[src/rtl/mxv_round_scheduler.sv]
// Round scheduler for a matrix-by-vector engine: prefetch, issue lanes, wait for completion, drain.
// Optional watchdog on the WAIT state is enabled by defining MXV_SCHED_TIMEOUT_EN.
//
// state    | meaning
// IDLE     | no job; waits for start high
// PREFETCH | one-cycle operand prefetch request (skipped when no rows remain)
// ISSUE    | one-cycle lane start pulses for the current row group
// WAIT     | collect lane_done until every lane of the round is done
// DRAIN    | DRAIN_CYCLES flush cycles before finishing
// DONE     | finish held high until start drops
module mxv_round_scheduler #(
   parameter int NO_OF_LANES    = 4,
   parameter int DRAIN_CYCLES   = 6,
   parameter int TIMEOUT_CYCLES = 1024
) (
   input  logic                   clk,
   input  logic                   reset,
   input  logic                   start,
   input  logic [31:0]            total_rows,
   input  logic [NO_OF_LANES-1:0] lane_done,
   output logic                   mem_prefetch,
   output logic [NO_OF_LANES-1:0] lane_start,
   output logic [31:0]            round_index,
   output logic                   busy,
   output logic                   finish,
   output logic                   overrun,
   output logic                   timeout
);

   localparam int DCW = (DRAIN_CYCLES > 1) ? $clog2(DRAIN_CYCLES) : 1;

   typedef enum logic [2:0] {
      S_IDLE, S_PREFETCH, S_ISSUE, S_WAIT, S_DRAIN, S_DONE
   } state_t;

   state_t                 state;
   logic [31:0]            rows_left;
   logic [NO_OF_LANES-1:0] done_mask;
   logic [DCW-1:0]         drain_cnt;
   logic [31:0]            issue_cnt;
   logic [NO_OF_LANES-1:0] issue_mask;

`ifdef MXV_SCHED_TIMEOUT_EN
   localparam int TCW = (TIMEOUT_CYCLES > 1) ? $clog2(TIMEOUT_CYCLES) : 1;
   logic [TCW-1:0] wd_cnt;
`else
   // Constant 0; the comparison only keeps the parameter referenced in this build.
   assign timeout = (TIMEOUT_CYCLES < 0);
`endif

   always_comb begin
      issue_cnt  = (rows_left < 32'(NO_OF_LANES)) ? rows_left : 32'(NO_OF_LANES);
      issue_mask = '0;
      for (int k = 0; k < NO_OF_LANES; k++) begin
         if (32'(k) < issue_cnt) issue_mask[k] = 1'b1;
      end
   end

   always_ff @(posedge clk or negedge reset) begin
      if (!reset) begin
         state        <= S_IDLE;
         mem_prefetch <= 1'b0;
         lane_start   <= '0;
         round_index  <= '0;
         busy         <= 1'b0;
         finish       <= 1'b0;
         overrun      <= 1'b0;
         rows_left    <= '0;
         done_mask    <= '0;
         drain_cnt    <= '0;
`ifdef MXV_SCHED_TIMEOUT_EN
         timeout      <= 1'b0;
         wd_cnt       <= '0;
`endif
      end else begin
         mem_prefetch <= 1'b0;
         lane_start   <= '0;
         if (state != S_IDLE && !start) begin
            state     <= S_IDLE;
            busy      <= 1'b0;
            finish    <= 1'b0;
            done_mask <= '0;
         end else begin
            case (state)
               S_IDLE: if (start) begin
                  state        <= S_PREFETCH;
                  rows_left    <= total_rows;
                  round_index  <= '0;
                  done_mask    <= '0;
                  overrun      <= 1'b0;
                  busy         <= 1'b1;
                  mem_prefetch <= (total_rows != 32'd0);
`ifdef MXV_SCHED_TIMEOUT_EN
                  timeout      <= 1'b0;
`endif
               end
               S_PREFETCH: if (rows_left == 32'd0) begin
                  state     <= S_DRAIN;
                  drain_cnt <= DCW'(DRAIN_CYCLES - 1);
               end else begin
                  // Unstarted lanes are pre-marked done so a short last round completes early.
                  state       <= S_ISSUE;
                  lane_start  <= issue_mask;
                  done_mask   <= ~issue_mask;
                  rows_left   <= rows_left - issue_cnt;
                  round_index <= round_index + 32'd1;
               end
               S_ISSUE: begin
                  if ((lane_done & done_mask) != '0) overrun <= 1'b1;
                  state <= S_WAIT;
`ifdef MXV_SCHED_TIMEOUT_EN
                  wd_cnt <= TCW'(TIMEOUT_CYCLES - 1);
`endif
               end
               S_WAIT: begin
                  if ((lane_done & done_mask) != '0) overrun <= 1'b1;
                  if (&done_mask) begin
                     done_mask <= '0;
                     if (rows_left != 32'd0) begin
                        state        <= S_PREFETCH;
                        mem_prefetch <= 1'b1;
                     end else begin
                        state     <= S_DRAIN;
                        drain_cnt <= DCW'(DRAIN_CYCLES - 1);
                     end
                  end else begin
                     done_mask <= done_mask | lane_done;
`ifdef MXV_SCHED_TIMEOUT_EN
                     if (wd_cnt == '0) begin
                        timeout <= 1'b1;
                        state   <= S_DONE;
                        finish  <= 1'b1;
                        busy    <= 1'b0;
                     end else begin
                        wd_cnt <= wd_cnt - 1'b1;
                     end
`endif
                  end
               end
               S_DRAIN: if (drain_cnt == '0) begin
                  state  <= S_DONE;
                  finish <= 1'b1;
                  busy   <= 1'b0;
               end else begin
                  drain_cnt <= drain_cnt - 1'b1;
               end
               S_DONE: finish <= 1'b1;
               default: state <= S_IDLE;
            endcase
         end
      end
   end

endmodule

[config.mk]
export PLATFORM = sky130hd
export DESIGN_NAME = mxv_round_scheduler
export DESIGN_NICKNAME = d
export VERILOG_FILES = /design/src/rtl/mxv_round_scheduler.sv
export SDC_FILE = /design/constraint.sdc
export NUM_CORES = 1
export LEC_CHECK = 0
export CAP_MARGIN = 20
export CORE_ASPECT_RATIO = 1.5
export CORE_MARGIN = 4
export CORE_UTILIZATION = 45
export DETAILED_ROUTE_END_ITERATION = 10
export GPL_ROUTABILITY_DRIVEN = 1
export HOLD_SLACK_MARGIN = 0.1
export PLACE_DENSITY = 0.69
export RECOVER_POWER = 25
export SLEW_MARGIN = 20
export SYNTH_ARGS = -nofsm -noshare
export SYNTH_HDL_FRONTEND = slang
export SYNTH_SLANG_ARGS = --single-unit
[constraint.sdc]
create_clock -name clk -period 5.2 [get_ports clk]
set_clock_uncertainty 0.2 [all_clocks]
set_input_delay 1.04 -clock clk [delete_from_list [all_inputs] [get_ports clk]]
set_output_delay 1.04 -clock clk [all_outputs]
set_load 0.05 [all_outputs]
# ---- Word level (Yosys, flattened, before mapping)
# Cells that the tools add are included.
dict set report word_totals {
  output_inout_bits 41
  inputBits 39
  elab_cells 109
  regBits 82
}
dict set report op_classes {
  add_sub_neg 3
  bitwise 4
  reduce_logical 24
  mux 46
  order_cmp 5
  n_eq_ne 17
}
# operator n
set op_table {}
lappend op_table {{2-to-1 mux 32 bit} 5}
lappend op_table {{case mux 32 bit (2 select lines)} 2}
lappend op_table {{< comparator 1 x 32 -> 1 bit, first input constant} 2}
lappend op_table {{< comparator 2 x 32 -> 1 bit, first input constant} 2}
lappend op_table {{nonzero test 32 bit} 2}
lappend op_table {{adder 32 x 1 -> 32 bit, second input constant} 1}
lappend op_table {{zero test 32 bit} 1}
lappend op_table {{< comparator 32 x 3 -> 1 bit, second input constant} 1}
lappend op_table {{subtractor 32 bit} 1}
lappend op_table {{2-to-1 mux 3 bit} 10}
lappend op_table {{2-to-1 mux 4 bit} 7}
lappend op_table {{case mux 3 bit (6 select lines)} 1}
lappend op_table {{AND reduction 4 bit} 4}
lappend op_table {{2-to-1 mux 1 bit} 15}
lappend op_table {{!= test 2 bit, second input constant} 7}
lappend op_table {{!= test 3 bit, second input constant} 4}
lappend op_table {{case mux 4 bit (3 select lines)} 1}
lappend op_table {{nonzero test 3 bit} 4}
lappend op_table {{case mux 3 bit (3 select lines)} 1}
lappend op_table {{case mux 1 bit (2 select lines)} 4}
lappend op_table {{nonzero test 4 bit} 2}
lappend op_table {{equality test 3 x 2 -> 1 bit, second input constant} 2}
lappend op_table {{equality test 3 bit, second input constant} 2}
lappend op_table {{zero test 3 bit} 2}
lappend op_table {{other kinds (14)} 16}

# ---- Logic depth before layout (Yosys ltp)
# Gate-level depths: netlist of the first run.
dict set report depth {
  ltp_word 8
  depth_mapped 12
  depth_no_buf 10
}

# ---- Worst setup path before layout of the first run
# OpenSTA, ideal clock, no wires.
dict set report synth_path {
  kind {reg2reg}
  startpoint {reg rows_left[6]}
  endpoint {reg rows_left[6]}
  setup_slack_ns 1.621
  path_stages_with_launch 12
  setup_time_ns 0.126
  t_required_ns 4.874
  arrival_time_ns 3.253
  synth_period_minus_slack_ns 3.579
  n_path_buf 1
  cell_sequence {dfrtp_1 > or4_4 > or4b_1 > buf_6 > nor3_4 > nand2b_1 > ha_1 > nor2_1 > and4_1 > or3_4 > and3_1 > o32a_1}
}
dict set report synth_between {
  elab_chain_len 5
  word_cells_on_any_way 8
  cone_classes {add/sub: 1; order compare: 1; eq/ne: 1; mux: 3; reduce/logical: 2}
}
# element line_no
set synth_rtl {}
lappend synth_rtl {{from (decl)} 37} ;# logic [31:0] rows_left;
lappend synth_rtl {{from (signal assigned)} 87} ;# rows_left <= total_rows;
lappend synth_rtl {{from (signal assigned)} 105} ;# rows_left <= rows_left - issue_cnt;
lappend synth_rtl {{< comparator 32 x 3 -> 1 bit} 52} ;# issue_cnt = (rows_left < 32'(NO_OF_LANES)) ? rows_left : 32'(NO_OF_LANES);
lappend synth_rtl {{2-to-1 mux 32 bit} 52}
lappend synth_rtl {{subtractor 32 bit} 105}
lappend synth_rtl {{2-to-1 mux 32 bit} 97} ;# S_PREFETCH: if (rows_left == 32'd0) begin
lappend synth_rtl {{case mux 32 bit (2 select lines)} 84} ;# case (state)
# Parallel ways exist; a longest one is shown, timed or not. The select of a mux whose other input is x is not followed.
# A chain may end at the register's enable or synchronous reset.

# ---- Worst setup path after layout of the first run
dict set report layout_path {
  startpoint {reg rows_left[6]}
  endpoint {reg rows_left[20]}
}
# Same word-level chain as after synthesis.

==> results of run 1 <==
stage by stage:
| step | setup slack [ns] | instances | power (µW) | instance area [µm²] |
|---|---|---|---|---|
| 2_1_floorplan | 1.621 | 562 | 1129 | 4922 |
| 3_3_place_gp | 1.213 | 757 | 1286 | 5804 |
| 3_5_place_dp | 1.122 | 757 | 1303 | 5804 |
| 4_1_cts | 1.200 | 773 | 1940 | 6100 |
| 5_1_grt | 0.9835 | 773 | 2026 | 6097 |
| 6_report | 1.149 | 773 | 1936 | 6097 |
cells by family (layout without fill, tap and decap cells):
family / count (synthesis) / after routing / share of synthesized area (%)
AOI/OAI and AO/OA: 142 / 142 / 19.57
adders and majority gates: 4 / 4 / 1.017
DFF: 82 / 82 / 41.69
muxes: 1 / 1 / 0.2034
and+or+nand+nor: 264 / 264 / 29.31
buffers and inverters: 41 / 108 / 3.431
other: 2 / 2 / 0.1526
xor gates and xnor gates: 26 / 26 / 4.626
flip-flops by register name, summed over array words and instances, names as in the netlist:
| name | cells |
|---|---|
| round_index | 32 |
| drain_cnt | 3 |
| lane_start | 4 |
| mem_prefetch | 1 |
| busy | 1 |
| state | 3 |
| overrun | 1 |
| finish | 1 |
| done_mask | 4 |
| rows_left | 32 |
layout make-up:
cell class,count,area [µm²]
Clock buffer,9,225.2
Clock inverter,7,70.07
Fill cell,985,4551
Inverter,6,22.52
Multi-Input combinational cell,439,2711
Sequential cell,82,2052
Tap cell,144,180.2
Timing Repair Buffer,86,835.8
critical path: cells and delay by family, from the launching register on:
kind                     cells  cell delay (ns)
adder cells (fa/ha/maj)      1             0.20
AND/OR/NAND/NOR              6             2.10
AO/OA/AOI/OAI                3             1.03
flip-flops                   1             0.41
synth_stat cells (all sizes together) (5+ instances only):
master	instances	area [µm²]
or3	8	55.05
o21ai	22	110.1
inv	6	22.52
nand3	20	105.1
nand4	10	62.56
buf	9	48.79
nor2	72	270.3
xnor2	25	219.0
and2	7	43.79
o311ai	5	43.79
o21a	5	37.54
o22a	10	87.58
nand2	48	180.2
o31ai	5	42.54
clkbuf	26	97.59
a31oi	13	81.33
and4	9	78.83
and3	7	43.79
a21oi	40	204.0
dfrtp	82	2052
nor3	27	151.4
nor4b	9	100.1
nor4	24	171.4
layer usage:
metal	track usage (%)	routed length [µm]	part of all wire [%]	vias up
met2	39.51	7161	51	163
met1	26.55	5814	42	2309
met5	0	0	0	-
li1	-	-	-	2216
met3	3.544	676	4.8	31
met4	9.943	303	2.2	0
worst min path at each step:
stage | from | to | slack, ns | depth (start not counted)
4_1_cts | rows_left[31] | rows_left[31] | 0.31 | 1
6_report | rows_left[31] | rows_left[31] | 0.31 | 1
3_3_place_gp | rows_left[31] | rows_left[31] | 0.29 | 1
2_1_floorplan | rows_left[31] | rows_left[31] | 0.27 | 1
5_1_grt | rows_left[31] | rows_left[31] | 0.33 | 1
3_5_place_dp | rows_left[31] | rows_left[31] | 0.29 | 1
power breakdown:
group / switching [µW] / internal [µW] / total, µW
logic: 284 / 180 / 464
registers: 114 / 723 / 837
clock network: 264 / 371 / 635
==> results.rst, run 1 <==
.. list-table::
   :header-rows: 1

   * - Metric
     - Value
   * - Ratio of cells with drive above 1 in the final layout
     - 7.631%
   * - Cells after synthesis
     - 562
   * - Via Count
     - 4719
   * - Post-CTS Hold Buffers
     - 0
   * - H-tree depth reported by CTS
     - 3
   * - Aggregate global routing overflow
     - 0
   * - Die X
     - roughly 93 µm
   * - Reg2Reg Capture Point
     - rows_left[20]
   * - Number of nets produced by synthesis
     - 605
   * - IO Pins
     - 80
   * - Synthesis warning total
     - 0
   * - Most frequent standard cell in the layout excluding fill and tap cells
     - dfrtp_1
   * - Starting utilization of the core area
     - between 40% and 50%
   * - Number of search-and-repair iterations in the first detailed-routing pass
     - 5
   * - Gr usage total
     - 22.40%
   * - Maximum number of pins on one net before global-route repair
     - 83
   * - Total wire length
     - 13.96 mm
   * - Hold Violations, Final
     - 0
   * - Number of buffers inserted during clock tree synthesis
     - 9
   * - Global placement routability congestion
     - around 0.86
   * - CP Launch Type
     - flop
   * - Number of nets in the layout
     - 667
   * - Most used DFF post-synth
     - dfrtp_1
   * - Clock-pin slew of the registers on the worst-case setup and hold paths
     - 0.06 ns
   * - Cells on worst reg2reg path
     - 10
   * - Detailed-route vias per instance
     - 6.105
   * - Final period utilization
     - between 70 and 80%
   * - Number of buffers inserted by port buffering
     - 78
   * - Final number of max-transition violations
     - a little over 80
   * - Critical-path maximum fanout
     - 9
   * - Post-synthesis sequential area ratio
     - 41.69%
   * - Area delta synth->final
     - 23.87%
   * - Critical-path top delay cell
     - or4b_1
   * - Most frequent cells in the layout
     - dfrtp_1 (82), clkdlybuf4s50_1 (77), nor2_1 (70)
   * - Routed length per instance
     - 18.06 µm
   * - Post-detailed-placement half-perimeter wirelength
     - 9.980 mm
   * - Antenna diodes
     - 0
   * - Path type of the worst min-delay path
     - flop to flop
   * - Worst Setup EP
     - rows_left[20]
   * - Relative slew slack
     - -37.80%
   * - Cell Chain, Critical Path
     - or4_4 -> or4b_1 -> nor3_4 -> nand2b_1 -> ha_1 -> nor3_1 -> a31oi_1 -> a21o_1 -> nor4_1 -> a311o_1
   * - Core Footprint
     - 10650 µm²
   * - Failing checks
     - capacitance limit, slew limit
   * - Chip Height
     - 136.1 µm
   * - Unrepaired setup endpoints after global routing
     - no
   * - Average instance area after synthesis
     - 8.758 µm²
   * - Via count of the first global-routing pass
     - between 4000 and 5000
   * - First-pass GRT wire length
     - ~23 mm
   * - Leakage
     - between 0.002 and 0.0025 µW
   * - Number of enable-type register cells in the synthesized netlist
     - 0
   * - Largest stage delay on the critical path
     - 0.73 ns
   * - Post-CTS setup buffers
     - 0
   * - Source of the worst register-to-register timing path
     - rows_left[6]
   * - Worst-Skew Late Latency
     - between 0.3 and 0.4 ns
   * - CTS Root Buffer Type
     - clkbuf_16
   * - Die Area
     - 12710 µm²
   * - Maximum ir drop on the vdd rail
     - 0.0001630 V
   * - Total negative setup slack
     - 0 ns
   * - Peak Freq
     - between 0.2 and 0.25 GHz
   * - Number of DRC markers after the initial detailed-route iteration
     - 300
   * - Number of distinct library cells after synthesis
     - 71
   * - Maximum capacitance violations
     - 1
   * - Final hold slack
     - around 0.31 ns
   * - Final routed DRC violation total
     - 0
   * - Type of the worst setup path
     - flop to flop
   * - Maximum buffer depth of the clock tree
     - 2
   * - Minimum setup slack among reg-to-reg paths
     - 1.15 ns
   * - CP required
     - around 5.2 ns
   * - Remaining antenna violation count after routing
     - 0
   * - Total power per unit cell area
     - 317.5 nW/µm²
   * - Critical path startpoint
     - rows_left[6]
   * - Final-report setup violation count
     - 0
   * - CTS tree
     - done
   * - Utilization after layout
     - 57.26%
   * - Initial antenna violation count
     - 0
   * - Async set or reset register ratio after synthesis
     - 100.0%
   * - Site row count
     - 46
   * - #FFs+latches synth
     - just over 80
   * - Total of cells resized after clock tree synthesis
     - 0
   * - Result of the run
     - finished, violations left
   * - CP Capture Type
     - flop
   * - Area of the mapped netlist
     - 4922 µm²
   * - Count of clock tree sinks
     - 82
   * - Shortest clock period the worst path allows after layout
     - roughly 4.1 ns
   * - Worst-margin pin slew
     - just over 2 ns
   * - WP data arrival
     - 4.08 ns
No activity file was read; power rests on OpenSTA's default activity.
==> inputs of run 2 (changes only) <==
clock period = 4 ns   (was 5.2 ns; I/O delays follow)
==> run 2 against run 1 <==
Compared with the run above: the run still ends with capacitance limit, slew limit left; critical path depth stayed put; sequential share of layout area is 0.46 points lower; hold slack worse by 0.015 ns; non-clock buffer count is 12 higher; fmax is 14% higher; highest routed layer unchanged.
==> results.rst, run 2 (same netlist as run 1, synthesis figures left out) <==
.. list-table::
   :header-rows: 1

   * - Metric
     - Value
   * - Post-CTS Hold Buffers
     - 0
   * - Critical-path top delay cell
     - or4_4
   * - Top Registers
     - round_index (32), rows_left (32)
   * - Shortest clock period the worst path allows after layout
     - 3.552 ns
   * - Initial antenna violation count
     - 0
   * - Leakage
     - 0.002360 µW
   * - Site row count
     - 46
   * - Total negative setup slack
     - 0 ns
   * - Worst-margin pin slew
     - 2.066 ns
   * - Aggregate global routing overflow
     - 0
   * - Core Footprint
     - between 10000 and 15000 µm²
   * - Worst-Skew Late Latency
     - 0.35 ns
   * - CP Capture Type
     - flop
   * - Remaining antenna violation count after routing
     - 0
   * - Power Total
     - 2499 µW
   * - Type of the worst setup path
     - flop to flop
   * - Launch instance of the worst min-delay path
     - rows_left[31]
   * - Most frequent standard cell in the layout excluding fill and tap cells
     - dfrtp_1
   * - Minimum setup slack among reg-to-reg paths
     - 0.45 ns
   * - Total wire length
     - 14.06 mm
   * - Die Area
     - 12710 µm²
   * - First-pass GRT wire length
     - 23.28 mm
   * - Maximum number of pins on one net before global-route repair
     - 83
   * - Unrepaired setup endpoints after global routing
     - no
   * - Post-detailed-placement half-perimeter wirelength
     - 10.06 mm
   * - Failing checks
     - capacitance limit, slew limit
   * - Maximum capacitance violations
     - 1
   * - Gr usage total
     - 23.01%
   * - CP required
     - about 4.0 ns
   * - Peak Freq
     - between 0.2 and 0.3 GHz
   * - H-tree depth reported by CTS
     - 3
   * - Path type of the worst min-delay path
     - flop to flop
   * - Total number of cells along the worst setup path
     - 10
   * - Count of clock tree sinks
     - 82
   * - Routed length per instance
     - 17.92 µm
   * - Final number of max-transition violations
     - 83
   * - Delay-heaviest family, CP
     - simple AND/OR/NAND/NOR gates
   * - Die X
     - between 90 and 100 µm
   * - Antenna diodes
     - 0
   * - Number of cells on the worst hold path
     - 1
   * - Final routed DRC violation total
     - 0
   * - Number of buffers inserted by port buffering
     - 78
   * - Hold Violations, Final
     - 0
   * - CP Launch Type
     - flop
   * - Most frequent cells in the layout
     - dfrtp_1 (82), clkdlybuf4s50_1 (77), nor2_1 (70)
   * - Relative slew slack
     - -37.73%
   * - Area delta synth->final
     - 25.57%
   * - Global placement routability congestion
     - 0.8928
   * - Maximum buffer depth of the clock tree
     - 2
   * - Total power per unit cell area
     - 404.3 nW/µm²
   * - CTS Root Buffer Type
     - clkbuf_16
   * - Total of cells resized after clock tree synthesis
     - 0
   * - Via Count
     - 4815
   * - Total buffers and inverters traversed by the critical path
     - 0
   * - Final period utilization
     - 88.80%
   * - WP data arrival
     - 3.58 ns
   * - Result of the run
     - finished, violations left
   * - Detailed-route vias per instance
     - 6.134
   * - Cell Chain, Critical Path
     - or4_4 -> or4b_1 -> nor3_4 -> nand2b_1 -> ha_1 -> nor2_1 -> and4_1 -> or3_4 -> and3_1 -> o32a_1
   * - Ratio of cells with drive above 1 in the final layout
     - under 10%
   * - Number of search-and-repair iterations in the first detailed-routing pass
     - 5
   * - IO Pins
     - 80
   * - Cells on worst reg2reg path
     - 10
   * - WHS Endpoint
     - rows_left[31]
   * - Maximum ir drop on the vdd rail
     - approximately 0.00023 V
   * - Number of DRC markers after the initial detailed-route iteration
     - 385
   * - Final-report setup violation count
     - 0
   * - Starting utilization of the core area
     - 46.23%
   * - Chip Height
     - between 100 and 150 µm
   * - Number of buffers inserted during clock tree synthesis
     - 9
   * - Number of nets in the layout
     - around 680
   * - Clock-pin slew of the registers on the worst-case setup and hold paths
     - 0.06 ns
   * - Largest stage delay on the critical path
     - 0.58 ns
   * - CTS tree
     - done
   * - Reg2Reg Capture Point
     - rows_left[6]
   * - Post-CTS setup buffers
     - 0
   * - Critical-path maximum fanout
     - 5
   * - Via count of the first global-routing pass
     - 4721
   * - Source of the worst register-to-register timing path
     - rows_left[6]
==> run 2: cell types whose count changed in the layout (fill, tap and decap cells not counted), sizes merged <==
cell,previous run,this run
clkinv,5,2
inv,6,9
buf,8,20
clkinvlp,1,2
bufinv,1,0
==> run 2: area by class of cell <==
cell class | instances | area [µm²]
Tap cell | 144 | 180.2
Clock buffer | 9 | 225.2
Multi-Input combinational cell | 439 | 2711
Sequential cell | 82 | 2052
Timing Repair Buffer | 98 | 938.4
Clock inverter | 7 | 51.30
Fill cell | 958 | 4467
Inverter | 6 | 22.52
==> run 2: worst max path at each step <==
stage	start	end	slack, ns
after CTS	rows_left[6]	rows_left[6]	0.46
after floorplan	rows_left[6]	rows_left[6]	0.42
after detailed placement	rows_left[6]	rows_left[6]	0.48
final	rows_left[6]	rows_left[6]	0.45
after global placement	rows_left[6]	rows_left[6]	0.53
after global routing	rows_left[26]	rows_left[6]	0.24
==> run 2: routing by layer <==
layer / wire length (µm) / GRT usage, %
met1: 5782 / 29.14
met5: 0 / 0
met4: 374 / 8.965
met2: 7050 / 38.56
met3: 856 / 4.374
==> run 2: power by group <==
group          total, µW  switching, µW  internal [µW]
logic                631            377            254
clock network        786            361            425
registers           1080            142            939
total               2500            881           1620
==> run 2: metrics by stage <==
stage / util [%] / setup WS (ns) / instances / instance area [µm²] / hold WS [ns]
6_report: 58.05 / 0.4479 / 785 / 6181 / 0.2995
5_1_grt: 58.05 / 0.2400 / 785 / 6181 / 0.3106
4_1_cts: 58.07 / 0.4606 / 785 / 6183 / 0.3046
3_5_place_dp: 55.48 / 0.4814 / 769 / 5907 / 0.2865
3_3_place_gp: 55.48 / 0.5318 / 769 / 5907 / 0.2896
2_1_floorplan: - / 0.4212 / 562 / 4922 / 0.2668
==> run 2: worst reg2reg max path: stages (launching register included) <==
cell      delay (ns)
dfrtp_1         0.41
or4_4           0.58
or4b_1          0.56
nor3_4          0.21
nand2b_1        0.13
ha_1            0.19
nor2_1          0.06
and4_1          0.25
or3_4           0.37
and3_1          0.19
o32a_1          0.27
==> inputs of run 3 (changes only) <==
CTS_CLUSTER_SIZE = 12   (was default)
==> results of run 3 <==
Final layout, timing and power as in run 2 (identical DEF).
